<file path="src/rtl/video_pattern_gen.sv">
// AXI4-Stream test-pattern source: raster-ordered {8'h00,B,G,R} pixels with
// tuser on the first pixel of a frame and tlast on the last pixel of a line.
//
// state    | meaning
// S_IDLE   | no stream; waits for enable_i, then loads pixel (0,0)
// S_STREAM | tvalid held high; pixels advance on each accepted transfer
module video_pattern_gen #(
   parameter int H_ACTIVE = 640,
   parameter int V_ACTIVE = 480,
   parameter int CHK_LOG2 = 5
) (
   input  logic        clk_i,
   input  logic        rst_ni,
   input  logic        enable_i,
   input  logic [1:0]  mode_i,
   input  logic [23:0] color_i,
   input  logic        m_axis_tready,
   output logic        m_axis_tvalid,
   output logic [31:0] m_axis_tdata,
   output logic        m_axis_tlast,
   output logic        m_axis_tuser,
   output logic [15:0] frame_count_o,
   output logic        busy_o
);

   localparam int XW    = $clog2(H_ACTIVE);
   localparam int YW    = $clog2(V_ACTIVE);
   localparam int BAR_W = H_ACTIVE / 8;
   localparam int YE_W  = (CHK_LOG2 >= 8) ? CHK_LOG2 + 1 : 8;

   localparam logic [XW-1:0] X_LAST = XW'(H_ACTIVE - 1);
   localparam logic [YW-1:0] Y_LAST = YW'(V_ACTIVE - 1);

   localparam logic [0:0] S_IDLE   = 1'b0;
   localparam logic [0:0] S_STREAM = 1'b1;

   function automatic logic [23:0] pixel_f(
      input logic [XW-1:0] x,
      input logic [YW-1:0] y,
      input logic [1:0]    mode,
      input logic [23:0]   color
   );
      logic [15:0]     xe;
      logic [YE_W-1:0] ye;
      logic [7:0]      sum;
      logic [2:0]      bar;
      xe  = 16'(x);
      ye  = YE_W'(y);
      sum = xe[7:0] + ye[7:0];
      bar = 3'(xe / 16'(BAR_W));
      pixel_f = 24'h0;
      case (mode)
         2'd0: begin
            case (bar)
               3'd0:    pixel_f = 24'hFFFFFF;
               3'd1:    pixel_f = 24'h00FFFF;
               3'd2:    pixel_f = 24'hFFFF00;
               3'd3:    pixel_f = 24'h00FF00;
               3'd4:    pixel_f = 24'hFF00FF;
               3'd5:    pixel_f = 24'h0000FF;
               3'd6:    pixel_f = 24'hFF0000;
               default: pixel_f = 24'h000000;
            endcase
         end
         2'd1:    pixel_f = {sum, ye[7:0], xe[7:0]};
         2'd2:    pixel_f = (xe[CHK_LOG2] ^ ye[CHK_LOG2]) ? 24'hFFFFFF : 24'h000000;
         default: pixel_f = color;
      endcase
   endfunction

   logic [0:0]    state_q, state_d;
   logic [XW-1:0] x_q, x_d;
   logic [YW-1:0] y_q, y_d;
   logic [1:0]    mode_q, mode_d;
   logic [23:0]   color_q, color_d;
   logic [23:0]   pix_q, pix_d;
   logic          tvalid_q, tvalid_d;
   logic          tlast_q, tlast_d;
   logic          tuser_q, tuser_d;
   logic [15:0]   frame_cnt_q, frame_cnt_d;

   logic          transfer;
   logic          x_last;
   logic          y_last;
   logic          frame_end;
   logic [XW-1:0] x_nxt;
   logic [YW-1:0] y_nxt;
   logic [XW-1:0] pix_x;
   logic [YW-1:0] pix_y;
   logic [1:0]    pix_mode;
   logic [23:0]   pix_color;
   logic [23:0]   pix_nxt;

   always_comb begin
      transfer  = tvalid_q & m_axis_tready;
      x_last    = (x_q == X_LAST);
      y_last    = (y_q == Y_LAST);
      frame_end = transfer & x_last & y_last;
      x_nxt     = x_last ? '0 : x_q + 1'b1;
      y_nxt     = x_last ? (y_last ? '0 : y_q + 1'b1) : y_q;

      // Frame start uses the freshly sampled mode/colour, not the latched copy.
      if ((state_q == S_IDLE) || frame_end) begin
         pix_x     = '0;
         pix_y     = '0;
         pix_mode  = mode_i;
         pix_color = color_i;
      end else begin
         pix_x     = x_nxt;
         pix_y     = y_nxt;
         pix_mode  = mode_q;
         pix_color = color_q;
      end
      pix_nxt = pixel_f(pix_x, pix_y, pix_mode, pix_color);

      state_d     = state_q;
      x_d         = x_q;
      y_d         = y_q;
      mode_d      = mode_q;
      color_d     = color_q;
      pix_d       = pix_q;
      tvalid_d    = tvalid_q;
      tlast_d     = tlast_q;
      tuser_d     = tuser_q;
      frame_cnt_d = frame_cnt_q;

      case (state_q)
         S_IDLE: begin
            if (enable_i) begin
               mode_d   = mode_i;
               color_d  = color_i;
               x_d      = '0;
               y_d      = '0;
               pix_d    = pix_nxt;
               tlast_d  = 1'b0;
               tuser_d  = 1'b1;
               tvalid_d = 1'b1;
               state_d  = S_STREAM;
            end
         end
         default: begin
            if (transfer) begin
               x_d = x_nxt;
               y_d = y_nxt;
               if (frame_end) begin
                  frame_cnt_d = frame_cnt_q + 16'd1;
                  mode_d      = mode_i;
                  color_d     = color_i;
                  if (enable_i) begin
                     pix_d   = pix_nxt;
                     tlast_d = 1'b0;
                     tuser_d = 1'b1;
                  end else begin
                     pix_d    = 24'h0;
                     tlast_d  = 1'b0;
                     tuser_d  = 1'b0;
                     tvalid_d = 1'b0;
                     state_d  = S_IDLE;
                  end
               end else begin
                  pix_d   = pix_nxt;
                  tlast_d = (x_nxt == X_LAST);
                  tuser_d = 1'b0;
               end
            end
         end
      endcase
   end

   always_ff @(posedge clk_i or negedge rst_ni) begin
      if (!rst_ni) begin
         state_q     <= S_IDLE;
         x_q         <= '0;
         y_q         <= '0;
         mode_q      <= 2'd0;
         color_q     <= 24'h0;
         pix_q       <= 24'h0;
         tvalid_q    <= 1'b0;
         tlast_q     <= 1'b0;
         tuser_q     <= 1'b0;
         frame_cnt_q <= 16'h0;
      end else begin
         state_q     <= state_d;
         x_q         <= x_d;
         y_q         <= y_d;
         mode_q      <= mode_d;
         color_q     <= color_d;
         pix_q       <= pix_d;
         tvalid_q    <= tvalid_d;
         tlast_q     <= tlast_d;
         tuser_q     <= tuser_d;
         frame_cnt_q <= frame_cnt_d;
      end
   end

   assign m_axis_tvalid = tvalid_q;
   assign m_axis_tdata  = {8'h00, pix_q};
   assign m_axis_tlast  = tlast_q;
   assign m_axis_tuser  = tuser_q;
   assign frame_count_o = frame_cnt_q;
   assign busy_o        = (state_q == S_STREAM);

endmodule

</file>
<file path="config.mk">
export PLATFORM = sky130hd
export DESIGN_NAME = video_pattern_gen
export DESIGN_NICKNAME = d
export VERILOG_FILES = /design/src/rtl/video_pattern_gen.sv
export SDC_FILE = /design/constraint.sdc
export NUM_CORES = 1
export LEC_CHECK = 0
export ABC_CLOCK_PERIOD_IN_PS = 4100
export CORE_AREA = 4 4 139 141
export CTS_CLUSTER_SIZE = 25
export DETAILED_ROUTE_END_ITERATION = 6
export DIE_AREA = 0 0 143 145
export PLACE_DENSITY = 0.52
export SLEW_MARGIN = 10
export SYNTH_ARGS = -nofsm -noshare
export SYNTH_HDL_FRONTEND = slang
export SYNTH_SLANG_ARGS = --single-unit
</file>
<file path="constraint.sdc">
create_clock -name clk_i -period 4.1 [get_ports clk_i]
set_clock_uncertainty 0.2 [all_clocks]
set_input_delay 1.025 -clock clk_i [delete_from_list [all_inputs] [get_ports clk_i]]
set_output_delay 1.025 -clock clk_i [all_outputs]
set_load 0.05 [all_outputs]
</file>
==> flow_metrics.py, run 1 <==
metrics = {
    "placement": {
        "placed_area_um2": 6350,
        "place_congestion": 0.854,
        "io_buffers": 73,
        "hpwlAfterDp_mm": 11.1,
    },
    "clocking": {
        "post-cts-setup-buffers": 0,
        "root_buffer": "clkbuf_16",
        "clkLatencyLatePin_ns": 0.35,
        "cts.path.max_buffers": 2,
        "cts_max_level": 3,
        "clk_pin_slew_ns": 0.07,
        "clock_sinks": 89,
        "cts_tree": "built",
        "cts_inserted_buffers": 9,
        "holdBufCountCts": 0,
    },
    "global_route": {
        "top_usage_layer": "met2",
        "overflow": 0,
        "grtUsageMet3_pct": 2.86,
        "antenna_found_initial": 0,
        "grt_util_all_layers_pct": 14.8,
        "grt_pass1_wl_mm": 25.1,
        "grt_pass1_vias": 4666,
        "grt_start_max_net_pins": 69,
        "met1_usage_pct": 20.5,
        "met2_usage_pct": 23.5,
    },
    "power_and_ir_drop": {
        "p_int_w": 0.00178,
        "peakVddDrop_uv": 260,
        "pwr_density_cell_nw_per_um2": 416,
        "seqPwrFrac_pct": 39.2,
        "power_frac_clock_pct": 31.2,
        "p_sw_w": 0.000988,
        "p_comb_share_pct": 29.6,
        "swShare_pct": 35.7,
        "leakagePower_nw": 2.81,
    },
    "logic_synthesis": {
        "ys_seq_area_share_pct": 41.8,
        "ys_types": 68,
        "netlist_area_um2": 5330,
        "ys_ff_latch": 89,
        "synth.avg_cell_area_um2": 9.13,
        "ys_warn_count": 0,
        "postSynth.asyncResetShare_pct": 100,
        "synth_edf_count": 0,
        "syn_inst": 584,
        "synth_ff_type": "dfrtp_1",
    },
    "routing": {
        "drtIter0Drc": 356,
        "wl_mm": 15.2,
        "wl_per_cell_um": 17.1,
        "viasPerCell": 5.29,
        "first_pass_iters": 5,
        "antenna_left": 0,
        "num_vias": 4724,
        "drcViolationCount": 0,
    },
    "timing": {
        "finalHoldWorstSlack_ns": 0.276,
        "rsz0062_at_grt": "false",
        "fin_crit_sh_pct": 92.1,
        "max_freq_mhz": 265,
        "worstMarginPinSlew_ns": 0.914,
        "finalMaxSlewViolations": 0,
        "max_slew_margin_pct": 39.0,
        "setup_viol": 0,
        "final-hold-violation-count": 0,
        "fin_crit_ns": 3.78,
    },
    "final_layout": {
        "layout.nets": 700,
        "final_util_pct": 37.1,
        "syn_to_final_growth_pct": 25.1,
        "final_common_cell": "nand2_1",
        "num-fill-cells": 1826,
        "layout_common_cells": "nand2_1 (108), dfrtp_1 (89), clkdlybuf4s50_1 (72), o21ai_0 (41), a31oi_1 (35)",
        "final_area_um2": 6670,
        "layout-drive-gt1-share_pct": 13.3,
        "antenna_cells": 0,
        "multi_input_area_um2": 2910,
        "seq_area_um2": 2230,
    },
    "setup_path": {
        "critPathLaunchType": "primary input",
        "required_ns": 4.16,
        "end_kind": "flip-flop",
        "crit_type": "in -> reg",
        "worstPathMaxFanout": 5,
        "worstPathArrival_ns": 3.84,
        "critPathSlowestCell": "clkdlybuf4s50_1",
        "crit_chain": "clkdlybuf4s50_1, nand2_1, o21ai_2, nor3_1, ha_1, fa_1, a21oi_1, nor2_1, nor2_1, nor2b_1, a311o_1, nand3_1, xnor2_1, nand2_1, a41oi_1",
        "max_stage_delay_ns": 0.49,
    },
    "die": {
        "die_h_um": 145,
        "fp.dieW_um": 143,
        "start_util_pct": 29.7,
        "core.rowCount": 49,
        "fp.coreArea_um2": 18000,
        "die-area_um2": 20700,
        "pin_count": 82,
    },
    "flow_run": {
        "timing.max_cap.violations": 0,
    },
    "status": {
        "status": "complete, no violations",
    },
    "min_path": {
        "hp-class": "reg -> reg",
    },
}
[synth_stat cells, types with 6 or more instances]
cell type | n | area (um^2)
a21oi_1 | 23 | 115
a22o_1 | 18 | 158
a31oi_1 | 35 | 219
and2_1 | 6 | 37.5
and3_1 | 8 | 50.1
buf_2 | 9 | 45.0
buf_4 | 8 | 60.1
clkbuf_1 | 20 | 75.1
dfrtp_1 | 89 | 2230
ha_1 | 10 | 125
mux2_2 | 25 | 282
nand2_1 | 108 | 405
nand3_1 | 23 | 115
nand4_1 | 6 | 37.5
nor2_1 | 29 | 109
nor3_1 | 7 | 35.0
o21ai_0 | 41 | 205
xnor2_1 | 21 | 184
xor2_1 | 7 | 61.3
[worst paths after layout]
path / from / end / slack, ns / depth (start not counted)
max: m_axis_tready / pix_q[22] / 0.32 / 15
min reg2reg: frame_count_o[15] / frame_count_o[15] / 0.28 / 1
max reg2reg: y_q[0] / pix_q[22] / 0.34 / 17
max in group asynchronous: rst_ni / pix_q[20] / 2.33 / 2
min: frame_count_o[15] / frame_count_o[15] / 0.28 / 1
min in group asynchronous: rst_ni / color_q[3] / 0.58 / 1
[metal layers]
layer	wire [um]	part of all wire [%]
met2	7270	48
met4	259	1.7
met5	0	0
met1	7020	46
met3	679	4.5
[power groups by stage]
stage / registers [W] / clock network, W / logic [W]
floorplan: 0.00127 / 0 / 0.000347
global placement: 0.00110 / 0 / 0.000815
detailed placement: 0.00110 / 0 / 0.000821
CTS: 0.00109 / 0.000890 / 0.000826
global route: 0.00110 / 0.000920 / 0.000880
finish: 0.00109 / 0.000863 / 0.000820
[critical path: cells and delay by family]
kind,cells,cell delay [ns]
simple gates,7,0.61
compound gates,4,0.96
xor+xnor,1,0.14
buf+inv,1,0.49
fa+ha+maj,2,0.62
[sequential cells by signal (all words and copies together) (netlist names)]
| register | flops |
|---|---|
| y_q | 9 |
| x_q | 10 |
| busy_o | 1 |
| m_axis_tlast | 1 |
| m_axis_tuser | 1 |
| color_q | 24 |
| m_axis_tvalid | 1 |
| mode_q | 2 |
| pix_q | 24 |
| frame_count_o | 16 |
[kinds of logic (layout without fill, tap and decap cells)]
kind of cell / count (synthesis) / count (layout) / share of synthesized area [%]
flops: 89 / 89 / 41.8
xor+xnor: 28 / 28 / 4.60
compound gates: 161 / 161 / 20.2
buf+inv: 47 / 120 / 4.67
fa+ha+maj: 12 / 12 / 2.93
mux: 30 / 30 / 6.26
other cells: 1 / 8 / 0.0703
simple gates: 216 / 216 / 19.5
[cell type report]
cell class	instances	area share [%]
clock buffer	10	3.58
clock inverter	6	0.994
inverter	5	0.281
multi-input combinational	455	43.6
sequential	89	33.4
tap	229	4.30
timing repair buffer	99	13.8
[per-stage QoR]
| stage | std cells | power (W) | setup TNS [ns] | setup slack [ns] |
|---|---|---|---|---|
| floorplan | 591 | 0.00162 | 0 | 0.0396 |
| global placement | 877 | 0.00191 | 0 | 0.0418 |
| detailed placement | 877 | 0.00192 | -0.0264 | -0.0264 |
| CTS | 893 | 0.00280 | 0 | 0.198 |
| global route | 893 | 0.00290 | 0 | 0.00472 |
| finish | 893 | 0.00277 | 0 | 0.324 |
[what timing repair did]
action	in CTS	in global routing
endpoints found under the hold margin	0	0
setup endpoints to repair	0	2
resized for setup	0	3
Note: power is estimated with default switching activity, not from simulation.
==> inputs of run 2 (changes only) <==
Settings changed: PLACE_DENSITY 0.52 to unset, PLACE_DENSITY_LB_ADDON set to 0.15.
==> run 2 against run 1 <==
Net effect:
- clock power rose by 4.9%
- first-iteration DRC count fell by 13%
- sequential share of layout area barely moved
- non-clock buffer count fell by 3
- final cell count fell by 0.34%
- combinational power rose by 1%
- power rose by 1.6%
- maximum frequency fell by 1.2%
- global-route usage rose by 0.42 points
- routed wire length rose by 3.2%
- die area did not move
- via count fell by 3.0%
- largest cell class unchanged
- largest power group unchanged
==> flow_metrics.py, run 2 (same netlist as run 1, synthesis figures left out) <==
metrics = {
    "final_layout": {
        "layout-drive-gt1-share_pct": 12.9,
        "layout_common_cells": "nand2_1 (108), dfrtp_1 (89), clkdlybuf4s50_1 (72), o21ai_0 (41), a31oi_1 (35)",
        "num-fill-cells": 1792,
        "layout.nets": 697,
        "antenna_cells": 0,
        "final_common_cell": "nand2_1",
        "syn_to_final_growth_pct": 24.9,
    },
    "clocking": {
        "clkLatencyLatePin_ns": 0.34,
        "cts_inserted_buffers": 9,
        "cts_tree": "built",
        "root_buffer": "clkbuf_16",
        "cts.path.max_buffers": 2,
        "post-cts-setup-buffers": 0,
        "holdBufCountCts": 0,
        "cts_max_level": 3,
        "clock_sinks": 89,
        "clk_pin_slew_ns": 0.07,
    },
    "global_route": {
        "overflow": 0,
        "grt_start_max_net_pins": 38,
        "grt_pass1_wl_mm": 25.4,
        "grt_pass1_vias": 4601,
        "antenna_found_initial": 0,
        "grt_util_all_layers_pct": 15.2,
    },
    "placement": {
        "place_congestion": 0.874,
        "io_buffers": 73,
        "place_ws_ns": 0.00453,
        "hpwlAfterDp_mm": 11.4,
    },
    "setup_path": {
        "end_kind": "flip-flop",
        "crit_type": "reg -> reg",
        "reg2reg_from": "y_q[0]",
        "r2r_setup_slack_ns": 0.28,
        "r2r_end": "pix_q[22]",
        "worstPathArrival_ns": 3.88,
        "r2r_cells": 18,
        "worstPathMaxFanout": 6,
        "critPathLaunchType": "flip-flop",
        "required_ns": 4.16,
    },
    "min_path": {
        "holdPathStages": 1,
        "hold_end": "frame_count_o[15]",
        "hold_start": "frame_count_o[15]",
        "hp-class": "reg -> reg",
    },
    "die": {
        "core.rowCount": 49,
        "die_h_um": 145,
        "fp.coreArea_um2": 18000,
        "die-area_um2": 20700,
        "pin_count": 82,
        "start_util_pct": 29.7,
        "fp.dieW_um": 143,
    },
    "timing": {
        "fin_crit_ns": 3.82,
        "max_freq_mhz": 262,
        "setup_viol": 0,
        "final-hold-violation-count": 0,
        "post-route-worst-setup-slack_ns": 0.278,
        "max_slew_margin_pct": 42.5,
        "finalMaxSlewViolations": 0,
        "fin_crit_sh_pct": 93.2,
        "worstMarginPinSlew_ns": 0.854,
    },
    "routing": {
        "first_pass_iters": 5,
        "wl_mm": 15.7,
        "num_vias": 4580,
        "drtIter0Drc": 309,
        "antenna_left": 0,
        "viasPerCell": 5.15,
        "wl_per_cell_um": 17.7,
        "drcViolationCount": 0,
    },
    "power_and_ir_drop": {
        "peakVddDrop_uv": 266,
        "power_w": 0.00282,
        "leakagePower_nw": 2.79,
        "pwr_density_cell_nw_per_um2": 423,
    },
    "flow_run": {
        "timing.max_cap.violations": 0,
    },
    "status": {
        "status": "complete, no violations",
    },
}
run 2: critical path, cell delays in order, from the launching register on:
cell	delay (ns)
dfrtp_1	0.45
ha_1	0.20
nand2_1	0.08
or4_1	0.44
nand2_1	0.18
nor2_1	0.07
a21oi_2	0.18
nor2b_1	0.07
ha_1	0.21
fa_1	0.41
a21oi_1	0.16
nor2_1	0.06
nor2_1	0.13
nor2b_1	0.06
a311o_1	0.31
nand3_1	0.10
xnor2_1	0.12
nand2_1	0.07
a41oi_1	0.22
run 2: repair_timing:
item | in CTS | in global routing
endpoints found under the setup margin | 0 | 1
resized for setup | 0 | 3
hold endpoints to repair | 0 | 0
run 2: area by class of cell:
class	count	area, um^2	share of cell area, %
sequential	89	2230	33.4
clock buffer	10	229	3.44
tap	229	287	4.30
timing repair buffer	96	901	13.5
multi-input combinational	455	2910	43.7
inverter	5	18.8	0.282
clock inverter	6	91.3	1.37
run 2: worst max path at each step:
| stage | from | to | cells past startpoint |
|---|---|---|---|
| 2_1_floorplan | x_q[0] | pix_q[22] | 19 |
| 6_report | y_q[0] | pix_q[22] | 18 |
| 5_1_grt | x_q[1] | pix_q[22] | 17 |
| 3_5_place_dp | m_axis_tready | pix_q[22] | 15 |
| 4_1_cts | x_q[1] | pix_q[22] | 16 |
| 3_3_place_gp | m_axis_tready | pix_q[22] | 15 |
run 2: per-stage QoR:
stage	utilization, %	hold WS (ns)	instance area [um^2]	std cells	setup TNS (ns)
detailed placement	35.2	0.276	6330	874	0
CTS	37.0	0.285	6650	890	0
floorplan	-	0.264	5360	591	0
global route	37.1	0.302	6660	890	-0.0152
finish	37.1	0.281	6660	890	0
global placement	35.2	0.260	6330	874	0
run 2: report_power, final:
group	switching, W	leakage (nW)	internal, W
clock network	0.000366	0.157	0.000538
registers	0.000100	1.15	0.000983
logic	0.000520	1.48	0.000309
run 2: per-layer routing:
layer  track usage, %  vias up  share of wire, %
li1                 -     2245                 -
met1             21.3     2201                48
met2             24.5      119                47
met3             2.57       15               3.5
met4             3.99        0               1.6
met5                0        -                 0
